==> src/rtl/id_ex_stage_if.sv <==
// ID/EX boundary bundle: decoded fields and hazard controls toward the stage,
// registered EX operands, stall and bubble statistics back out.
interface id_ex_stage_if #(parameter int XLEN = 32);
  logic            id_valid;
  logic [XLEN-1:0] id_pc;
  logic [XLEN-1:0] id_imm;
  logic [4:0]      id_rs1;
  logic [4:0]      id_rs2;
  logic [4:0]      id_rd;
  logic [7:0]      id_we;
  logic            id_mem_read;
  logic            flush;
  logic            mem_stall;
  logic            id_stall;
  logic            ex_valid;
  logic            ex_mem_read;
  logic [XLEN-1:0] ex_pc;
  logic [XLEN-1:0] ex_imm;
  logic [4:0]      ex_rs1;
  logic [4:0]      ex_rs2;
  logic [4:0]      ex_rd;
  logic [7:0]      ex_we;
  logic [15:0]     bubble_count;

  modport master (
    output id_valid, id_pc, id_imm, id_rs1, id_rs2, id_rd, id_we, id_mem_read,
           flush, mem_stall,
    input  id_stall, ex_valid, ex_mem_read, ex_pc, ex_imm, ex_rs1, ex_rs2,
           ex_rd, ex_we, bubble_count
  );

  modport slave (
    input  id_valid, id_pc, id_imm, id_rs1, id_rs2, id_rd, id_we, id_mem_read,
           flush, mem_stall,
    output id_stall, ex_valid, ex_mem_read, ex_pc, ex_imm, ex_rs1, ex_rs2,
           ex_rd, ex_we, bubble_count
  );
endinterface

==> src/rtl/id_ex_stage.sv <==
// ID/EX pipeline register with load-use interlock, flush-under-stall tracking
// and a saturating bubble counter.
module id_ex_stage #(
  parameter int XLEN = 32
) (
  input logic          clk,
  input logic          rst_n,
  id_ex_stage_if.slave bus
);

  logic            valid_q, valid_d;
  logic            mem_read_q, mem_read_d;
  logic [7:0]      we_q, we_d;
  logic [4:0]      rs1_q, rs1_d;
  logic [4:0]      rs2_q, rs2_d;
  logic [4:0]      rd_q, rd_d;
  logic [XLEN-1:0] pc_q, pc_d;
  logic [XLEN-1:0] imm_q, imm_d;
  logic [15:0]     bubble_cnt_q, bubble_cnt_d;
  logic            flush_pend_q, flush_pend_d;
  logic            load_use;
  logic            kill;

  function automatic logic [15:0] sat_inc(input logic [15:0] v);
    return (v == 16'hFFFF) ? v : v + 16'd1;
  endfunction

  // ---- hazard detection (ID side, combinational) ----
  always_comb begin
    load_use = valid_q & mem_read_q & we_q[0] & (rd_q != 5'd0) & bus.id_valid &
               ((rd_q == bus.id_rs1) | (rd_q == bus.id_rs2));
    kill     = bus.flush | flush_pend_q;
  end

  assign bus.id_stall = bus.mem_stall | (load_use & ~kill);

  always_comb begin
    valid_d      = valid_q;
    mem_read_d   = mem_read_q;
    we_d         = we_q;
    rs1_d        = rs1_q;
    rs2_d        = rs2_q;
    rd_d         = rd_q;
    pc_d         = pc_q;
    imm_d        = imm_q;
    bubble_cnt_d = bubble_cnt_q;
    flush_pend_d = flush_pend_q;
    if (bus.mem_stall) begin
      // A flush seen while frozen must still kill the slot once memory releases.
      if (bus.flush) flush_pend_d = 1'b1;
    end else begin
      flush_pend_d = 1'b0;
      if (kill | load_use) begin
        valid_d      = 1'b0;
        mem_read_d   = 1'b0;
        we_d         = 8'd0;
        rs1_d        = 5'd0;
        rs2_d        = 5'd0;
        rd_d         = 5'd0;
        pc_d         = '0;
        imm_d        = '0;
        bubble_cnt_d = sat_inc(bubble_cnt_q);
      end else begin
        valid_d    = bus.id_valid;
        mem_read_d = bus.id_valid & bus.id_mem_read;
        we_d       = bus.id_valid ? bus.id_we : 8'd0;
        rs1_d      = bus.id_rs1;
        rs2_d      = bus.id_rs2;
        rd_d       = bus.id_rd;
        pc_d       = bus.id_pc;
        imm_d      = bus.id_imm;
      end
    end
  end

  // ---- ID/EX register boundary ----
  always_ff @(posedge clk or negedge rst_n) begin
    if (!rst_n) begin
      valid_q      <= 1'b0;
      mem_read_q   <= 1'b0;
      we_q         <= 8'd0;
      rs1_q        <= 5'd0;
      rs2_q        <= 5'd0;
      rd_q         <= 5'd0;
      pc_q         <= '0;
      imm_q        <= '0;
      bubble_cnt_q <= 16'd0;
      flush_pend_q <= 1'b0;
    end else begin
      valid_q      <= valid_d;
      mem_read_q   <= mem_read_d;
      we_q         <= we_d;
      rs1_q        <= rs1_d;
      rs2_q        <= rs2_d;
      rd_q         <= rd_d;
      pc_q         <= pc_d;
      imm_q        <= imm_d;
      bubble_cnt_q <= bubble_cnt_d;
      flush_pend_q <= flush_pend_d;
    end
  end

  assign bus.ex_valid     = valid_q;
  assign bus.ex_mem_read  = mem_read_q;
  assign bus.ex_we        = we_q;
  assign bus.ex_rs1       = rs1_q;
  assign bus.ex_rs2       = rs2_q;
  assign bus.ex_rd        = rd_q;
  assign bus.ex_pc        = pc_q;
  assign bus.ex_imm       = imm_q;
  assign bus.bubble_count = bubble_cnt_q;

endmodule

==> src/flat_wrapper.sv <==
// flat-port wrapper written by rule: the top's interface ports become plain ports
module id_ex_stage_flat 
#(
  parameter int XLEN = 32
)
  (clk, rst_n, bus_id_valid, bus_id_pc, bus_id_imm, bus_id_rs1, bus_id_rs2, bus_id_rd, bus_id_we, bus_id_mem_read, bus_flush, bus_mem_stall, bus_id_stall, bus_ex_valid, bus_ex_mem_read, bus_ex_pc, bus_ex_imm, bus_ex_rs1, bus_ex_rs2, bus_ex_rd, bus_ex_we, bus_bubble_count);
  id_ex_stage_if #(.XLEN(XLEN)) bus_i ();
  input logic clk;
  input logic rst_n;
  input wire logic [$bits(bus_i.id_valid)-1:0] bus_id_valid;
  input wire logic [$bits(bus_i.id_pc)-1:0] bus_id_pc;
  input wire logic [$bits(bus_i.id_imm)-1:0] bus_id_imm;
  input wire logic [$bits(bus_i.id_rs1)-1:0] bus_id_rs1;
  input wire logic [$bits(bus_i.id_rs2)-1:0] bus_id_rs2;
  input wire logic [$bits(bus_i.id_rd)-1:0] bus_id_rd;
  input wire logic [$bits(bus_i.id_we)-1:0] bus_id_we;
  input wire logic [$bits(bus_i.id_mem_read)-1:0] bus_id_mem_read;
  input wire logic [$bits(bus_i.flush)-1:0] bus_flush;
  input wire logic [$bits(bus_i.mem_stall)-1:0] bus_mem_stall;
  output wire logic [$bits(bus_i.id_stall)-1:0] bus_id_stall;
  output wire logic [$bits(bus_i.ex_valid)-1:0] bus_ex_valid;
  output wire logic [$bits(bus_i.ex_mem_read)-1:0] bus_ex_mem_read;
  output wire logic [$bits(bus_i.ex_pc)-1:0] bus_ex_pc;
  output wire logic [$bits(bus_i.ex_imm)-1:0] bus_ex_imm;
  output wire logic [$bits(bus_i.ex_rs1)-1:0] bus_ex_rs1;
  output wire logic [$bits(bus_i.ex_rs2)-1:0] bus_ex_rs2;
  output wire logic [$bits(bus_i.ex_rd)-1:0] bus_ex_rd;
  output wire logic [$bits(bus_i.ex_we)-1:0] bus_ex_we;
  output wire logic [$bits(bus_i.bubble_count)-1:0] bus_bubble_count;
  assign bus_i.id_valid = bus_id_valid;
  assign bus_i.id_pc = bus_id_pc;
  assign bus_i.id_imm = bus_id_imm;
  assign bus_i.id_rs1 = bus_id_rs1;
  assign bus_i.id_rs2 = bus_id_rs2;
  assign bus_i.id_rd = bus_id_rd;
  assign bus_i.id_we = bus_id_we;
  assign bus_i.id_mem_read = bus_id_mem_read;
  assign bus_i.flush = bus_flush;
  assign bus_i.mem_stall = bus_mem_stall;
  assign bus_id_stall = bus_i.id_stall;
  assign bus_ex_valid = bus_i.ex_valid;
  assign bus_ex_mem_read = bus_i.ex_mem_read;
  assign bus_ex_pc = bus_i.ex_pc;
  assign bus_ex_imm = bus_i.ex_imm;
  assign bus_ex_rs1 = bus_i.ex_rs1;
  assign bus_ex_rs2 = bus_i.ex_rs2;
  assign bus_ex_rd = bus_i.ex_rd;
  assign bus_ex_we = bus_i.ex_we;
  assign bus_bubble_count = bus_i.bubble_count;
  id_ex_stage #(.XLEN(XLEN)) u_core (.clk(clk), .rst_n(rst_n), .bus(bus_i));
endmodule
==> config.mk <==
export PLATFORM = sky130hd
export DESIGN_NAME = id_ex_stage_flat
export DESIGN_NICKNAME = d
export VERILOG_FILES = /design/src/rtl/id_ex_stage_if.sv /design/src/rtl/id_ex_stage.sv /design/src/flat_wrapper.sv
export SDC_FILE = /design/constraint.sdc
export NUM_CORES = 1
export LEC_CHECK = 0
export CORE_MARGIN = 3
export CORE_UTILIZATION = 42
export DETAILED_ROUTE_END_ITERATION = 10
export PLACE_DENSITY = 0.8
export SYNTH_ARGS = -nofsm -noshare
export SYNTH_HDL_FRONTEND = slang
export SYNTH_SLANG_ARGS = --single-unit
==> constraint.sdc <==
create_clock -name clk -period 2.5 [get_ports clk]
set_input_delay 0.75 -clock clk [delete_from_list [all_inputs] [get_ports clk]]
set_output_delay 0.75 -clock clk [all_outputs]
set_load 0.05 [all_outputs]
Word level (Yosys, flattened, before mapping)
Index checks and enable logic that the tools add are counted.
- bits in registers: 106
- input bits: 93
- output and inout port bits: 106
- logic and storage cells: 42
- add/sub/neg operators: 1
- equal/unequal tests: 4
- mux-type cells: 11
- bitwise operators: 14
- reduce and logical (&&, ||, !) cells: 2
- operators by type and width (operator ; number):
    $mux W32 ; 2
    $add A16 B1 Y16 const B ; 1
    $eq A16 B16 Y1 const B ; 1
    $mux W8 ; 2
    $mux W5 ; 3
    $eq A5 B5 Y1 ; 2
    $and A1 B1 Y1 ; 7
    $reduce_bool A5 Y1 ; 1
    $mux W1 ; 4
    $or A1 B1 Y1 ; 4
    $not A1 Y1 ; 3
    $reduce_and A3 Y1 ; 1
    $ne A2 B2 Y1 const B ; 1

Logic depth before layout (Yosys ltp)
Gate-level depths: netlist of run 1.
- word-level depth: 7
- gate-level depth with buffers: 8
- gate-level depth less buffers: 7

Least setup slack after synthesis of run 1
No wires, ideal clock.
- kind: in2out
- start: input port bus_mem_stall
- end: output port bus_id_stall
- data arrival time: 1.835 ns
- data required time: 1.750 ns
- setup slack: -0.085 ns
- stages: 4
- path buffers: 3
- cell sequence: clkbuf_1 > clkbuf_1 > clkbuf_1 > a31o_2
- word-level cells in the longest chain between the ends: 1
- RTL lines (element ; line ; RTL):
    start: declaration ; flat_wrapper.sv:19 ; input wire logic [$bits(bus_i.mem_stall)-1:0] bus_mem_stall;
    $or A1 B1 Y1 ; id_ex_stage.sv:35 ; assign bus.id_stall = bus.mem_stall | (load_use & ~kill);
    end: declaration ; flat_wrapper.sv:20 ; output wire logic [$bits(bus_i.id_stall)-1:0] bus_id_stall;
No other way between the ends.

Worst setup path after layout of run 1
- start: input port bus_id_rs1[1]
- end: output port bus_id_stall
- word-level cells in the longest chain between the ends: 5
- RTL lines (element ; line ; RTL):
    start: declaration ; flat_wrapper.sv:13 ; input wire logic [$bits(bus_i.id_rs1)-1:0] bus_id_rs1;
    $eq A5 B5 Y1 ; id_ex_stage.sv:31 ; ((rd_q == bus.id_rs1) | (rd_q == bus.id_rs2));
    $or A1 B1 Y1 ; id_ex_stage.sv:31 ;
    $and A1 B1 Y1 ; id_ex_stage.sv:30 ; load_use = valid_q & mem_read_q & we_q[0] & (rd_q != 5'd0) & bus.id_valid &
    $and A1 B1 Y1 ; id_ex_stage.sv:35 ;
    $or A1 B1 Y1 ; id_ex_stage.sv:35 ;
No other way between the ends.

==> results of run 1 <==
==> metal layers <==
layer / GRT usage / routed length (µm) / vias to the layer above
met1: 0.2638 / 5205 / 1849
li1: - / - / 1942
met2: 0.3248 / 5819 / 140
met5: 0 / 0 / -
met4: 0.05521 / 187 / 0
met3: 0.04756 / 1006 / 15
==> cell type report <==
type                       instances  area, µm²
fill                             840       3480
clock buffer                      11      141.4
tap                              136      170.2
sequential                       106       2655
timing repair buffer             215       2131
multi-input combinational        339       1732
clock inverter                     5      61.31
==> cell families after synthesis <==
kind of cell,count (synthesis)
muxes,1
and+or+nand+nor,216
buffers and inverters,31
AOI/OAI and AO/OA,96
DFF,106
xor gates and xnor gates,25
adders and majority gates,1
==> cells in the final DEF (no fill, tap or decap), types with 3 or more instances in the layout <==
cell type        instances
nand3_1                 16
nand3_2                  3
clkdlybuf4s50_1        182
clkinvlp_4               3
nand2_1                174
o21ai_0                 79
buf_4                   15
buf_2                    6
xnor2_2                  3
nor2_1                   3
xnor2_1                 21
o21ai_1                 10
clkbuf_8                10
dfrtp_1                104
nand4_1                  5
buf_12                   5
==> how the worst max path moves through the flow <==
stage,endpoint,slack [ns],cells past startpoint
after global routing,bus_id_stall,-0.02,6
after floorplan,bus_id_stall,0.04,4
final,bus_id_stall,0.004,6
after CTS,bus_id_stall,0.002,6
after detailed placement,bus_id_stall,-0.34,6
after global placement,bus_id_stall,-0.34,6
==> flip-flops by register name, indices dropped and copies added (netlist names) <==
signal / count
u_core.bus.ex_rd: 5
u_core.bus.ex_valid: 1
u_core.bus.ex_we: 8
u_core.bus.ex_rs2: 5
u_core.bus.ex_imm: 32
u_core.bus.ex_rs1: 5
u_core.flush_pend_q: 1
u_core.bus.ex_mem_read: 1
u_core.bus.bubble_count: 16
u_core.bus.ex_pc: 32
==> report_power, final <==
group | total [mW] | internal [mW] | switching [mW]
Clock | 1.07 | 0.495 | 0.576
Combinational | 1.32 | 0.496 | 0.820
Sequential | 1.98 | 1.85 | 0.124
Total | 4.37 | 2.85 | 1.52
==> worst register-to-register path: cells and delay by family (launching register included) <==
kind | cells | cell delay (ns)
DFF | 1 | 0.40
buffers and inverters | 3 | 0.43
and+or+nand+nor | 1 | 0.19
AOI/OAI and AO/OA | 3 | 0.67
muxes | 1 | 0.36
==> metrics by stage <==
step | hold slack [ns] | std cells | util | cell area, µm² | setup TNS [ns]
after floorplan | 0.4544 | 476 | - | 4511 | 0
after global placement | 0.4655 | 792 | 0.6427 | 6665 | -1.337
after detailed placement | 0.4733 | 792 | 0.6427 | 6665 | -3.247
after CTS | 0.2719 | 812 | 0.6632 | 6878 | 0
after global routing | 0.2742 | 812 | 0.6645 | 6890 | -0.02046
final | 0.2764 | 812 | 0.6645 | 6890 | 0
==> repair_timing <==
action                                  4_1_cts  5_1_grt
hold buffers                                  0        0
resized for setup                            35       11
endpoints found under the setup margin        1        5
pin swaps                                    15        8
setup buffers                                 4        0
==> summary.md, run 1 <==
| Metric | Value |
|---|---|
| Status | `complete, no violations` |
| Most area-hungry cell type in the Yosys netlist | `dfrtp_1` |
| CP Class | `in -> out` |
| Commonest cells in the netlist | `nand2_1, dfrtp_1, o21ai_0, xnor2_1, clkbuf_1` |
| Critical-path cell list | `clkdlybuf4s15_2 > xnor2_2 > nand2_2 > o22ai_4 > a31o_4 > buf_12` |
| Leak | `2.908 nW` |
| Clock tree buffer depth | `2` |
| Reg2reg path depth | `8` |
| RSZ-0062 raised after global routing | `true` |
| Routed len/inst | `15.05 µm` |
| Fin nets | `765` |
| Die Wd | `109.5 µm` |
| Main synth FF type | `dfrtp_1` |
| Routed Antenna Nets | `0` |
| Synthesis Warnings | `0` |
| Net count of the mapped netlist | `570` |
| Netlist cell types | `35` |
| WP buf/inv | `2` |
| Crit path required time | `1.75 ns` |
| Final Hold Viols | `0` |
| Routed via count | `3,946` |
| Pwr Total | `4.367 mW` |
| DRT Pass-1 Iters | `5` |
| Final Max Slew Viols | `0` |
| Largest family of logic cells by synthesized area | `simple AND/OR/NAND/NOR gates` |
| Worst slack, placed | `-0.3366 ns` |
| Largest net degree at the start of global routing | `178` |
| DR iter-0 viols | `260` |
| Count leader, synth | `nand2_1` |
| Complex-gate fraction of the synthesized area | `0.1184` |
| Final min period | `2.496 ns` |
| H-Tree Depth | `3` |
| DIE AREA | `11,990 µm²` |
| Root buf cell | `clkbuf_8` |
| Worst slew pin tran | `0.6199 ns` |
| Total GRT Usage | `0.1982` |
| Row count | `37` |
| Max-slew headroom | `0.5867` |
| Clk slew on worst S/H paths | `0.10 ns` |
| Post-synthesis xor/xnor area fraction | `0.05032` |
| Avg Cell Area, Syn | `9.455 µm²` |
| Synth top area share | `0.5894` |
| Setup crit start | `bus_id_rs1[1]` |
| Endpoint class of the critical path | `primary output` |
| Mux cell area share after synthesis | `0.002502` |
| Startpoint Class | `input port` |
| GPL Wtd Cong | `0.8055` |
| DP HPWL | `8.767 mm` |
| Boundary pin count | `199` |
| Maximum VDD drop | `410.9 µV` |
| Max-cap violations | `0` |
| Post-synth ARST share | `1.000` |
| CP delay by family, top | `compound AO/OA/AOI/OAI gates` |
| Largest stage delay, worst path | `0.22 ns` |
| Port Buf Inserts | `198` |
| Fmax | `400.6 MHz` |
| Sequential fraction of the synthesis area | `0.5894` |
| Antenna violations before repair | `0` |
| Post-Synth Simple-Gate Area | `0.2035` |
| Setup Viol. Count Final | `0` |
| Drc violations | `0` |
| R2r setup slk | `0.32 ns` |
| Synth Register Bits | `106` |
| Post-Syn Area | `4501 µm²` |
| Synth area leaders | `dfrtp_1, nand2_1, o21ai_0, xnor2_1, nand3_1` |
| Final setup margin | `0.004047 ns` |
| Core Footprint | `10,370 µm²` |
| Num CTS Buffers | `9` |
| Final global-route overflow total | `0` |
| Worst-path fanout max | `2` |
| Cell count after synthesis | `476` |
| Antenna cell count | `0` |
| P&R area growth vs syn | `53.10%` |
| Adder-Cell Fraction of Synth Area | `0.002780` |
| Drt total wl | `12.22 mm` |
| CTS sink count | `106` |
| R2R Path Start | `u_core.bus.ex_we[0]$_DFFE_PN0N_` |
| Ratio of cells with drive above 1 in the final layout | `0.1021` |
| Via density | `4.860` |
| Hold crit path type | `in -> async` |
| Critical path's slowest cell | `clkdlybuf4s15_2` |
| Initial core utilization | `0.4340` |
| Chip height | `109.5 µm` |
| First-pass GRT wire length | `19.11 mm` |
| Final period util | `0.9984` |
| EDFF count, synth | `0` |
| Worst Skew | `0.01702 ns` |
| CTS tree | `done` |
| Worst EP arrival | `1.75 ns` |
| Worst skew pair latency | `0.36 ns` |
| PwrDens | `633.7 nW/µm²` |
| R2R Path End | `u_core.bus.bubble_count[1]$_DFFE_PN0P_` |
| Vias in the first global route | `3,984` |
No activity file was read; power rests on OpenSTA's default activity.
==> inputs of run 2 (changes only) <==
clock period = 2.6 ns   (was 2.5 ns; I/O delays follow)
==> summary.md, run 2 (synthesis results as in run 1) <==
| Metric | Value |
|---|---|
| CTS sink count | `106 (unchanged)` |
| Max-cap violations | `0 (unchanged)` |
| Row count | `37 (unchanged)` |
| Setup Viol. Count Final | `0 (unchanged)` |
| PwrDens | `610.9 nW/µm² (-3.6%)` |
| H-Tree Depth | `3 (unchanged)` |
| Drt total wl | `12.06 mm (-1.3%)` |
| Worst skew pair latency | `0.36 ns (about the same)` |
| Max-slew headroom | `0.5786 (-0.008085)` |
| Final setup margin | `0.02074 ns (+0.01669 ns)` |
| Most frequent cells in the layout | `clkdlybuf4s50_1, nand2_1, dfrtp_1` |
| Initial core utilization | `0.4340 (unchanged)` |
| Final Max Slew Viols | `0 (unchanged)` |
| Leak | `2.883 nW (-0.85%)` |
| First-pass GRT wire length | `18.74 mm (-1.9%)` |
| Fillers | `821 (-2.3%)` |
| Worst-path fanout max | `2 (unchanged)` |
| DRT Pass-1 Iters | `4 (-1)` |
| Routed len/inst | `14.91 µm (-0.89%)` |
| Area of the multi-input gates | `1753 µm² (+1.2%)` |
| Clock tree buffer depth | `2 (unchanged)` |
| Final instance area | `6903 µm² (+0.18%)` |
| Worst Skew | `0.008867 ns (-0.008153 ns)` |
| Drc violations | `0 (unchanged)` |
| Total GRT Usage | `0.1976 (-0.0006272)` |
| Routed via count | `3,937 (-0.23%)` |
| Final global-route overflow total | `0 (unchanged)` |
| Clk slew on worst S/H paths | `0.10 ns (about the same)` |
| Port Buf Inserts | `198 (unchanged)` |
| Vias in the first global route | `3,824 (-4.0%)` |
| Endpoint class of the critical path | `primary output` |
| Fmax | `387.7 MHz` |
| Core Footprint | `10,370 µm² (unchanged)` |
| Fin nets | `761 (-0.52%)` |
| Routed Antenna Nets | `0 (unchanged)` |
| Chip height | `109.5 µm (unchanged)` |
| Final Hold Viols | `0 (unchanged)` |
| Status | `complete, no violations` |
| DIE AREA | `11,990 µm² (unchanged)` |
| Hold crit path type | `in -> async` |
| P&R area growth vs syn | `53.38%` |
| Num CTS Buffers | `9 (unchanged)` |
| Antenna violations before repair | `0 (unchanged)` |
| Via density | `4.867 (+0.14%)` |
| Largest net degree at the start of global routing | `179 (+0.56%)` |
| Final min period | `2.579 ns` |
| Critical-path cell list | `clkdlybuf4s15_2 > xnor2_2 > nand3_2 > o22ai_4 > a31o_4 > buf_12` |
| Worst slew pin tran | `0.6320 ns (+0.01213 ns)` |
| DR iter-0 viols | `298 (+15%)` |
| Die Wd | `109.5 µm (unchanged)` |
| Final period util | `0.9920` |
| Boundary pin count | `199 (unchanged)` |
| Reg area | `2654 µm² (about the same)` |
| DP HPWL | `8.543 mm (-2.6%)` |
| # hold bufs at CTS | `0 (unchanged)` |
| Critical path's slowest cell | `clkdlybuf4s15_2` |
| Crit path required time | `1.82 ns (+0.07 ns)` |
| CP Class | `in -> out` |
| Commonest non-fill, non-tap cell in the layout | `clkdlybuf4s50_1` |
| CTS tree | `done` |
| Worst slack, placed | `-0.2917 ns (+0.04494 ns)` |
| Startpoint Class | `input port` |
| Maximum VDD drop | `423.0 µV (+2.9%)` |
| GPL Wtd Cong | `0.7923 (-1.6%)` |
| Worst EP arrival | `1.80 ns (+0.05 ns)` |
| Ratio of cells with drive above 1 in the final layout | `0.09077 (-0.01130)` |
| Largest stage delay, worst path | `0.21 ns (about the same)` |
| Placed cell area | `6650 µm² (-0.23%)` |
| Root buf cell | `clkbuf_8` |
-- run 2: final timing paths --
| kind | from | endpoint | slack (ns) | cells after the start |
|---|---|---|---|---|
| worst min-delay path | rst_n | u_core.bus.ex_pc[0]$_DFFE_PN0N_ | 0.47 | 2 |
| worst max register to register | u_core.bus.ex_mem_read$_DFFE_PN0N_ | u_core.bus.bubble_count[1]$_DFFE_PN0P_ | 0.54 | 7 |
| worst max-delay path | bus_id_rs2[0] | bus_id_stall | 0.02 | 6 |
| min in group clk | u_core.bus.ex_imm[22]$_DFFE_PN0N_ | u_core.bus.ex_imm[22]$_DFFE_PN0N_ | 0.49 | 2 |
| worst min register to register | u_core.bus.ex_imm[22]$_DFFE_PN0N_ | u_core.bus.ex_imm[22]$_DFFE_PN0N_ | 0.49 | 2 |
| max in group asynchronous | rst_n | u_core.bus.ex_we[7]$_DFFE_PN0N_ | 1.71 | 2 |
-- run 2: power breakdown --
group / leakage [nW] / total [mW] / internal (mW) / switching [mW]
sequential: 1.41 / 1.90 / 1.78 / 0.116
combinational: 1.37 / 1.27 / 0.478 / 0.791
clock: 0.0986 / 1.05 / 0.497 / 0.551
-- run 2: cell type report --
class | instances | area share
clock inverters | 4 | 0.007250
repair buffers | 211 | 0.3069
multi-input cells | 339 | 0.2539
diodes | 1 | 0.0003625
well taps | 136 | 0.02465
flip-flops and latches | 106 | 0.3844
clock buffers | 12 | 0.02248
-- run 2: metrics by stage --
step | TNS [ns] | power, mW | util | cells | hold WS, ns
CTS | 0 | 4.245 | 0.6614 | 807 | 0.4953
floorplan | 0 | 2.650 | - | 476 | 0.4844
finish | 0 | 4.217 | 0.6657 | 809 | 0.4711
global route | -0.01562 | 4.416 | 0.6654 | 808 | 0.5139
global placement | -0.8502 | 3.175 | 0.6413 | 790 | 0.4662
detailed placement | -2.506 | 3.201 | 0.6413 | 790 | 0.4723
-- run 2: worst max-delay path, delay by kind of cell --
family                 cells  cell delay [ns]
AO/OA/AOI/OAI              2             0.36
XOR/XNOR                   1             0.18
buffers and inverters      2             0.34
AND/OR/NAND/NOR            1             0.13
-- run 2: layer usage --
| metal | wire length [µm] | vias up | part of all wire | GRT usage |
|---|---|---|---|---|
| li1 | - | 1936 | - | - |
| met1 | 4980 | 1845 | 0.41 | 0.2549 |
| met2 | 5881 | 140 | 0.49 | 0.3221 |
| met3 | 1003 | 16 | 0.083 | 0.06224 |
| met4 | 198 | 0 | 0.016 | 0.05432 |
| met5 | 0 | - | 0 | 0 |
-- run 2: what timing repair did --
item	4_1_cts	5_1_grt
buffers inserted	1	1
setup endpoints to repair	1	1
resized for setup	26	9
pin swaps	14	8
